<file path="config.mk">
export PLATFORM = sky130hd
export DESIGN_NAME = stim_trace_unit
export DESIGN_NICKNAME = d
export VERILOG_FILES = /design/src/rtl/stim_trace_unit.sv
export SDC_FILE = /design/constraint.sdc
export NUM_CORES = 1
export LEC_CHECK = 0
export BUFFER_PORTS_ARGS = -buffer_cell sky130_fd_sc_hd__buf_4
export CORE_UTILIZATION = 44
export CTS_BUF_LIST = sky130_fd_sc_hd__clkbuf_4
export DETAILED_ROUTE_END_ITERATION = 10
export GPL_TIMING_DRIVEN = 0
export PLACE_DENSITY_LB_ADDON = 0.25
export SETUP_SLACK_MARGIN = 0.1
export SYNTH_ARGS = -nofsm -noshare
export SYNTH_HDL_FRONTEND = slang
export SYNTH_SLANG_ARGS = --single-unit
</file>
<file path="constraint.sdc">
create_clock -name clk -period 10.2 [get_ports clk]
set_input_delay 2.04 -clock clk [delete_from_list [all_inputs] [get_ports clk]]
set_output_delay 2.04 -clock clk [all_outputs]
set_load 0.01 [all_outputs]
</file>
<file path="src/rtl/stim_trace_unit.sv">
// Stimulus generator and change tracer for a processor-style DUT, with a FWFT trace FIFO.
// Optional build macro TRACE_FILTER_EN adds cfg_mask to restrict which bits count as a change.
//
// state  | meaning
// IDLE   | after reset, waiting for start
// RUN    | driving stimulus, tracing dut_out, counting cycles
// DONE   | run ended by timeout or stop; trace still readable
module stim_trace_unit #(
   parameter int DATA_W  = 32,
   parameter int TS_W    = 32,
   parameter int DEPTH   = 16,
   parameter int TIMEOUT = 3000
) (
   input  logic                     clk,
   input  logic                     rst,
   input  logic                     start,
   input  logic                     stop,
   input  logic [1:0]               cfg_mode,
   input  logic [DATA_W-1:0]        cfg_const,
`ifdef TRACE_FILTER_EN
   input  logic [DATA_W-1:0]        cfg_mask,
`endif
   output logic [DATA_W-1:0]        stim_out,
   input  logic [DATA_W-1:0]        dut_out,
   output logic                     trace_valid,
   output logic [DATA_W-1:0]        trace_data,
   output logic [TS_W-1:0]          trace_ts,
   input  logic                     trace_rd,
   output logic [$clog2(DEPTH):0]   trace_count,
   output logic                     overflow,
   output logic                     running,
   output logic                     done
);

   localparam int AW = $clog2(DEPTH);
   localparam int CW = AW + 1;
   localparam int EW = TS_W + DATA_W;
   localparam logic [1:0] S_IDLE = 2'd0;
   localparam logic [1:0] S_RUN  = 2'd1;
   localparam logic [1:0] S_DONE = 2'd2;
   localparam logic [31:0] LFSR_MASK = 32'h8020_0003;
   localparam bit HAS_TIMEOUT = (TIMEOUT != 0);
   localparam logic [TS_W-1:0] TS_LAST = TS_W'((TIMEOUT == 0) ? 0 : TIMEOUT - 1);

   logic [1:0]        state;
   logic [TS_W-1:0]   ts;
   logic [31:0]       lfsr;
   logic              first;
   logic [DATA_W-1:0] prev;
   logic [EW-1:0]     mem [DEPTH];
   logic [AW-1:0]     wr_ptr;
   logic [AW-1:0]     rd_ptr;
   logic [CW-1:0]     count;

   logic              run_edge;
   logic              start_edge;
   logic              last;
   logic              step;
   logic              changed;
   logic              push_req;
   logic              push;
   logic              pop;
   logic              full;
   logic [TS_W-1:0]   ts_nxt;
   logic [31:0]       lfsr_nxt;
   logic [DATA_W-1:0] stim_nxt;

   assign run_edge   = (state == S_RUN);
   assign start_edge = start && (state != S_RUN);
   assign last       = run_edge && (stop || (HAS_TIMEOUT && (ts == TS_LAST)));
   assign step       = run_edge && !last;

`ifdef TRACE_FILTER_EN
   assign changed = ((dut_out ^ prev) & cfg_mask) != '0;
`else
   assign changed = (dut_out != prev);
`endif

   assign full     = (count == CW'(DEPTH));
   assign pop      = trace_rd && (count != '0);
   assign push_req = run_edge && (first || changed);
   // A full FIFO still accepts a push when the head leaves on the same edge.
   assign push     = push_req && (!full || pop);

   assign ts_nxt   = start_edge ? '0 : ts + TS_W'(1);
   assign lfsr_nxt = start_edge ? 32'h1
                   : ({1'b0, lfsr[31:1]} ^ (lfsr[0] ? LFSR_MASK : 32'h0));

   always_comb begin
      stim_nxt = stim_out;
      case (cfg_mode)
         2'd0:    stim_nxt = DATA_W'(ts_nxt);
         2'd1:    stim_nxt = DATA_W'(lfsr_nxt);
         2'd2:    stim_nxt = cfg_const;
         default: stim_nxt = stim_out;
      endcase
   end

   always_ff @(posedge clk) begin
      if (rst) begin
         state    <= S_IDLE;
         ts       <= '0;
         lfsr     <= 32'h1;
         stim_out <= '0;
         first    <= 1'b0;
         prev     <= '0;
         running  <= 1'b0;
         done     <= 1'b0;
         overflow <= 1'b0;
         wr_ptr   <= '0;
         rd_ptr   <= '0;
         count    <= '0;
      end else begin
         if (start_edge) begin
            state   <= S_RUN;
            running <= 1'b1;
            done    <= 1'b0;
            first   <= 1'b1;
         end else if (last) begin
            state   <= S_DONE;
            running <= 1'b0;
            done    <= 1'b1;
         end

         if (start_edge || run_edge) ts <= ts_nxt;
         // The exit edge leaves stim_out alone so it holds through DONE.
         if (start_edge || step) begin
            lfsr     <= lfsr_nxt;
            stim_out <= stim_nxt;
         end
         if (run_edge) begin
            first <= 1'b0;
            prev  <= dut_out;
         end

         if (start_edge) begin
            wr_ptr   <= '0;
            rd_ptr   <= '0;
            count    <= '0;
            overflow <= 1'b0;
         end else begin
            if (push) wr_ptr <= wr_ptr + AW'(1);
            if (pop)  rd_ptr <= rd_ptr + AW'(1);
            if (push && !pop)      count <= count + CW'(1);
            else if (pop && !push) count <= count - CW'(1);
            if (push_req && full && !pop) overflow <= 1'b1;
         end
      end
   end

   always_ff @(posedge clk) begin
      if (push) mem[wr_ptr] <= {ts, dut_out};
   end

   assign trace_valid = (count != '0);
   assign trace_count = count;
   assign trace_data  = trace_valid ? mem[rd_ptr][DATA_W-1:0] : '0;
   assign trace_ts    = trace_valid ? mem[rd_ptr][EW-1:DATA_W] : '0;

endmodule

</file>
==> flow_summary.toml, run 1 <==
[run_status]
status = "completed"

[floorplanning]
core_um2 = 104000
rows = 118
die-area_um2 = 107000
die_x_um = 326
io_pins = 176
start_util_pct = 44.6
die_h_um = 326

[setup_path]
path_class = "reg -> out"
endpoint_kind = "output port"
cp_data_arrival_time_ns = 4.34
cp_max_fo = 10
required_ns = 8.16
startpoint_type = "flip-flop"

[detailed_routing]
wl_mm = 118
num_vias = 25623
drc = 0
final_antenna_net_count = 0
drt_iter0_drc = 2326
avgViaCountPerCell = 5.69
dr.pass1.iters = 5
wire_per_inst_um = 26.1

[clock_tree]
clock_path_buffers = 4
cts.sink_count = 1173
cts_tree = "done"
cts_setup_buffers = 0
cts_resized = 0
insertion_delay_ns = 1.20
clk_pin_slew_ns = 0.06
root_buffer = "clkbuf_4"
cts_max_level = 5
postCtsHoldBufs = 0
numCtsBuffers = 311

[pwr]
switching_share_pct = 26.2
p_per_area_nw_per_um2 = 214
seqPwrFrac_pct = 45.9
switchingPower_uw = 3030
p_int_uw = 8500
power.leakage_uw = 0.0175
p_comb_share_pct = 19.3
peakVddDrop_mv = 0.0984
pwr-share-clk_pct = 34.9

[finish]
multi_input_area_um2 = 11900
drive_gt1_share_pct = 34.4
fill_cells = 8399
regArea_um2 = 33700
synthToLayoutAreaGrowth_pct = 16.1
nets = 3008

[synthesis]
synth_top_flop_cell = "edfxtp_1"
syn_nets = 2493
synth_area_um2 = 46300
synth-async-reset-ratio_pct = 0
yosys_warnings = 0
synth_top_area_cell = "edfxtp_1"
ys_ff_latch = 1173
syn_inst = 2408
syn_avg_cell_area_um2 = 19.2
ys_seq_area_share_pct = 72.8
ys_types = 62
synth_edf_count = 1024
yosysTopAreaCellShare_pct = 66.4
synthTopCellsByArea = "edfxtp_1 66%, mux4_2 16%, dfxtp_1 6.4%"

[sta]
finalClockSkew_ns = 0.118
fmax_mhz = 157
rsz0062_at_grt = "false"
final.min_clock_period_ns = 6.38
finalHoldViolCount = 0
worst_pin_slew_ns = 1.17
final_max_slew_viol_count = 0
maxSlewHeadroom_pct = 22.0
tns_ns = 0
period_share_pct = 62.6
finalSetupViolations = 0
whs_ns = 0.464

[placed_design]
place_congestion = 0.898
io_buffers = 174
place_hpwl_mm = 71.0

[global_routing]
antenna_found_initial = 6
overflow = 0
grt_max_degree = 42
grt_pass1_wl_mm = 172
grt_pass1_vias = 26837
globalRouteTotalUtil_pct = 22.2

[run]
cap_violations = 0

[min_path]
worstHoldPathType = "reg -> reg"
-- layout make-up --
cell class / instances / share of cell area, %
sequential: 1173 / 62.7
multi-input combinational: 1078 / 22.1
clock buffer: 449 / 6.27
timing repair buffer: 202 / 3.38
tap: 1380 / 3.21
buffer: 145 / 1.36
clock inverter: 55 / 0.810
inverter: 12 / 0.0838
antenna: 9 / 0.0419
-- flip-flops by register name (all words and copies together), names as in the netlist, named ones only --
signal / flops
first: 1
overflow: 1
wr_ptr: 4
ts: 32
rd_ptr: 4
stim_out: 32
prev: 32
trace_count: 5
mem: 1024
lfsr: 32
state: 2
-- metrics by stage --
stage               setup slack (ns)  util, %  instance area, µm²  total power (µW)  cells
finish                          3.82     51.7               53800             11500   4503
CTS                             3.74     51.7               53700             11700   4494
detailed placement              4.58     48.0               49900              7660   3990
floorplan                       1.01        -               46300              6710   2408
global placement               -7.49     47.5               49400              7620   3962
global route                    3.67     51.7               53800             12000   4502
-- synth_stat cells (12+ instances only) --
cell type  count
edfxtp_1    1024
mux4_2       320
dfxtp_1      149
nor2_1       111
a21oi_1      105
nand2_1      105
clkbuf_1      84
and2_1        72
xor2_1        46
o21ai_0       42
mux2i_1       31
a22oi_1       29
buf_4         26
xnor2_1       26
nand3_1       23
and3_1        20
nor3_1        20
buf_1         14
nor4_1        14
ha_1          13
inv_1         12
-- worst max-delay path: stages (launching register included) --
cell	delay, ns
dfxtp_1	0.36
clkbuf_1	0.77
clkbuf_1	0.78
mux4_2	0.41
mux4_2	0.45
and2_1	0.28
buf_4	0.19
-- per-layer routing --
metal,part of all wire (%),global-route usage (%)
met3,8.5,5.91
met4,2.0,7.21
met2,49,35.6
met1,41,29.6
met5,0.027,0
-- placed cells by master, fill, tap and decap left out, drive strengths merged, types with 31 or more instances in the layout --
master / Yosys / layout
a21oi: 106 / 106
and2: 74 / 74
buf: 61 / 263
clkbuf: 84 / 533
clkinv: 0 / 42
dfxtp: 149 / 149
edfxtp: 1024 / 1024
mux2i: 31 / 31
mux4: 320 / 320
nand2: 105 / 105
nor2: 111 / 111
o21ai: 42 / 42
xor2: 46 / 46
-- cells by family after synthesis --
kind of cell / Yosys count / share of synthesized area [%]
and+or+nand+nor: 415 / 4.57
AOI/OAI and AO/OA: 226 / 2.95
muxes: 351 / 16.2
DFF: 1173 / 72.8
adders and majority gates: 14 / 0.394
buffers and inverters: 157 / 1.67
xor gates and xnor gates: 72 / 1.36
-- path summary, 6_finish.rpt --
path | from | end | slack, ns | depth (start not counted)
setup / recovery | flip-flop | trace_ts[15] | 3.82 | 6
hold / removal | stim_out[0] | stim_out[0] | 0.46 | 2
setup reg to reg | state[0] | trace_count[4] | 6.34 | 13
hold reg to reg | stim_out[0] | stim_out[0] | 0.46 | 2
-- power groups by stage --
stage	clock network, µW	registers (µW)	logic, µW
CTS	4110	5290	2280
detailed placement	0	5390	2270
global route	4350	5290	2390
floorplan	0	5390	1320
finish	4020	5290	2220
global placement	0	5390	2230
No activity file was read; power rests on OpenSTA's default activity.
==> run 2: changes to the inputs <==
clock period = 5.5 ns   (was 10.2 ns; I/O delays follow)
==> run 2 against run 1 <==
Against the previous run:
- via count decreased by 0.22%
- clock power grew 82%
- clock skew decreased by 0.019 ns
- critical path depth did not move
- register-to-register slack worse by 4.7 ns
- total power increased by 84%
- combinational power increased by 86%
- clock-buffer cell count increased by 17
- critical endpoint unchanged
- largest power group unchanged
==> flow_summary.toml, run 2 (synthesis gave the netlist of run 1 again) <==
[finish]
final_core_util_pct = 51.7
final_cell_mix = "1024 x edfxtp_1, 466 x clkbuf_4, 320 x mux4_2"
largest_reg_flops = 1024
mostFrequentLayoutCell = "edfxtp_1"
nets = 3011
top_register = "mem"
synthToLayoutAreaGrowth_pct = 15.9
stdcell_count = 4504
drive_gt1_share_pct = 34.6

[setup_path]
cp_data_arrival_time_ns = 4.14
reg2reg_depth = 13
required_ns = 4.40
path_class = "reg -> out"
r2r_end = "trace_count[4]"
endpoint_kind = "output port"
rrSetupSlack_ns = 1.61
r2r-start = "state[0]"
startpoint_type = "flip-flop"
cp_max_fo = 10

[detailed_routing]
drc = 0
drt_iter0_drc = 2315
wl_mm = 118
wire_per_inst_um = 26.2
num_vias = 25567
dr.pass1.iters = 5
avgViaCountPerCell = 5.68
final_antenna_net_count = 0

[floorplanning]
rows = 118
die-area_um2 = 107000
start_util_pct = 44.6
die_h_um = 326
die_x_um = 326
io_pins = 176
core_um2 = 104000

[placed_design]
io_buffers = 174
dpl.cell_count = 3986
place_hpwl_mm = 70.9
place_congestion = 0.913

[min_path]
min_from = "dut_out[14]"
worstHoldPathType = "in -> reg"
hold_depth = 1
holdPathEnd = "mem[13][14]"

[sta]
whs_ns = 0.200
final_max_slew_viol_count = 0
finalSetupViolations = 0
finalHoldViolCount = 0
fmax_mhz = 191
finalClockSkew_ns = 0.0993
period_share_pct = 95.2
rsz0062_at_grt = "false"
worst_pin_slew_ns = 1.21
tns_ns = 0
maxSlewHeadroom_pct = 19.5
final.min_clock_period_ns = 5.24

[clock_tree]
cts_setup_buffers = 0
cts_resized = 5
clock_path_buffers = 4
numCtsBuffers = 318
root_buffer = "clkbuf_4"
clk_pin_slew_ns = 0.07
postCtsHoldBufs = 0
cts.sink_count = 1173
cts_tree = "done"
cts_max_level = 5
insertion_delay_ns = 1.24

[global_routing]
globalRouteTotalUtil_pct = 22.4
grt_pass1_vias = 27099
overflow = 0
grt_pass1_wl_mm = 174
antenna_found_initial = 4
grt_max_degree = 44

[run_status]
status = "completed"

[pwr]
p_per_area_nw_per_um2 = 396
peakVddDrop_mv = 0.193
power.leakage_uw = 0.0175

[run]
cap_violations = 0
run 2: cell type report:
| cell class | instances | area [µm²] |
|---|---|---|
| diodes | 7 | 17.5 |
| plain buffers | 145 | 742 |
| clock buffers | 466 | 3500 |
| clock inverters | 45 | 228 |
| fillers | 8456 | 50200 |
| inverters | 12 | 45.0 |
| multi-input cells | 1078 | 11900 |
| flip-flops and latches | 1173 | 33700 |
| well taps | 1380 | 1730 |
| repair buffers | 198 | 1800 |
run 2: how the worst max path moves through the flow:
stage | start | end | slack, ns | cells after the start
4_1_cts | flip-flop | trace_ts[15] | 0.23 | 6
6_report | flip-flop | trace_ts[15] | 0.26 | 6
3_5_place_dp | dut_out[22] | trace_count[4] | 0.77 | 15
5_1_grt | flip-flop | trace_ts[19] | 0.16 | 6
2_1_floorplan | dut_out[19] | mem[3][0] | 1.43 | 5
3_3_place_gp | dut_out[1] | mem[3][6] | -1.65 | 6
run 2: power by group:
group	internal [µW]	switching (µW)	leakage (µW)	total (µW)
Combinational	1950	2160	0.00491	4120
Clock	3920	3400	0.00226	7320
Sequential	9730	72.7	0.0103	9810
Total	15600	5640	0.0175	21200
run 2: through the flow:
stage          instance area [µm²]  setup WS (ns)  power [µW]
2_1_floorplan                46300           1.43       12400
3_3_place_gp                 49400          -1.65       14100
3_5_place_dp                 49900          0.770       14200
4_1_cts                      53700          0.226       21500
5_1_grt                      53700          0.165       22200
6_report                     53700          0.263       21200
run 2: metal layers:
metal	GRT usage, %	part of all wire (%)
met4	8.04	2.3
met2	35.6	48
met1	30.0	42
met5	0	0.0059
met3	5.84	7.4
run 2: worst max-delay path: stages, from the launching register on:
cell and delay, ns:
dfxtp_1 0.36, clkbuf_2 0.45, clkbuf_1 0.76, mux4_2 0.43, mux4_2 0.48, and2_1 0.28, buf_4 0.19
==> run 3: changes to the inputs <==
MAX_ROUTING_LAYER = met4   (was default)
REMOVE_ABC_BUFFERS = 1   (was default)
==> run 3 against run 2 <==
Against the previous run:
- worst setup slack better by 0.19 ns
- total power grew 0.49%
- cell count is 2.2% lower
- clock power increased by 2%
- critical path depth is the same
- non-clock buffer count is 111 lower
- highest routed layer is now met4
- sequential power is essentially flat
- core utilization is 0.14 points higher
- routed wire length is 6.8% lower
==> flow_summary.toml, run 3 (synthesis gave the netlist of run 1 again) <==
[run_status]
status = "completed"

[global_routing]
grt_max_degree = 83
antenna_found_initial = 5
grt_pass1_wl_mm = 163
globalRouteTotalUtil_pct = 21.5
grt_pass1_vias = 26169
overflow = 0

[clock_tree]
clk_pin_slew_ns = 0.07
cts_resized = 0
postCtsHoldBufs = 0
numCtsBuffers = 311
cts.sink_count = 1173
clock_path_buffers = 4
insertion_delay_ns = 1.15
cts_tree = "done"
cts_max_level = 5
root_buffer = "clkbuf_4"
cts_setup_buffers = 1

[detailed_routing]
drc = 0
drt_iter0_drc = 2280
wire_per_inst_um = 25.0
wl_mm = 110
num_vias = 24664
dr.pass1.iters = 6
final_antenna_net_count = 0
avgViaCountPerCell = 5.60

[setup_path]
cp_max_fo = 57
startpoint_type = "flip-flop"
required_ns = 4.40
path_class = "reg -> out"
endpoint_kind = "output port"
rrSetupSlack_ns = 1.09
cp_data_arrival_time_ns = 3.94

[finish]
top_register = "mem"
largest_reg_flops = 1024
final_core_util_pct = 51.8
mostFrequentLayoutCell = "edfxtp_1"
nets = 2893
final_area_um2 = 53800
fill_cells = 8444
multi_input_area_um2 = 12000
final_cell_mix = "1024 x edfxtp_1, 446 x clkbuf_4, 320 x mux4_2"
drive_gt1_share_pct = 35.2
synthToLayoutAreaGrowth_pct = 16.2
regArea_um2 = 33700

[floorplanning]
core_um2 = 104000
io_pins = 176
die-area_um2 = 107000
die_x_um = 326
start_util_pct = 44.6
die_h_um = 326
rows = 118

[sta]
tns_ns = 0
finalClockSkew_ns = 0.108
worst_pin_slew_ns = 1.23
layout_setup_ws_ns = 0.458
final_max_slew_viol_count = 0
fmax_mhz = 198
whs_ns = 0.273
period_share_pct = 91.7
rsz0062_at_grt = "false"
finalSetupViolations = 0
finalHoldViolCount = 0
maxSlewHeadroom_pct = 17.7
final.min_clock_period_ns = 5.04

[pwr]
power.leakage_uw = 0.0175
peakVddDrop_mv = 0.512
p_per_area_nw_per_um2 = 396

[placed_design]
io_buffers = 175
place_hpwl_mm = 60.6
place_congestion = 0.805
placed_area_um2 = 49900
dpl_worst_slack_ns = 0.0348

[run]
cap_violations = 0

[min_path]
worstHoldPathType = "in -> reg"
## run 3: changes by cell type in the layout (fill, tap and decap cells not counted), sizes merged
cell | before | now
clkbuf | 550 | 446
buf | 258 | 232
clkinv | 35 | 61
bufinv | 2 | 8
clkinvlp | 1 | 0
clkdlybuf4s15 | 1 | 0
diode | 7 | 6
## run 3: metal layers
metal	track usage (%)	wire length, µm	vias to the layer above
met5	-	0	-
met4	7.43	2320	0
met3	4.73	7680	195
met2	32.8	53100	1009
met1	28.6	47000	12701
li1	-	-	10759
## run 3: area by class of cell
type | count | area share [%]
Antenna cell | 6 | 0.0279
Multi-Input combinational cell | 1078 | 22.2
Clock inverter | 76 | 0.932
Clock buffer | 446 | 6.22
Inverter | 12 | 0.0837
Timing Repair Buffer | 232 | 4.65
Tap cell | 1380 | 3.21
Sequential cell | 1173 | 62.7
## run 3: where the power goes
group / leakage, µW / internal, µW / switching, µW
logic: 0.00487 / 2000 / 2030
clock network: 0.00230 / 4080 / 3420
registers: 0.0103 / 9730 / 88.6
## run 3: worst max-delay path, stage by stage (launching register included)
cell and delay, ns:
dfxtp_4 0.75, buf_16 0.35, buf_16 0.32, mux4_2 0.38
mux4_2 0.48, and2_1 0.25, buf_4 0.18
## run 3: worst paths after layout
kind,to,depth (start not counted),startpoint
max,trace_ts[19],6,flip-flop
min,flip-flop,3,trace_rd
max reg2reg,trace_count[4],13,prev[28]
min reg2reg,stim_out[10],2,stim_out[10]
## run 3: metrics by stage
stage / instances / power, µW
floorplan: 2263 / 12600
global placement: 3818 / 12800
detailed placement: 3872 / 14100
CTS: 4395 / 21700
global route: 4401 / 22300
finish: 4403 / 21300
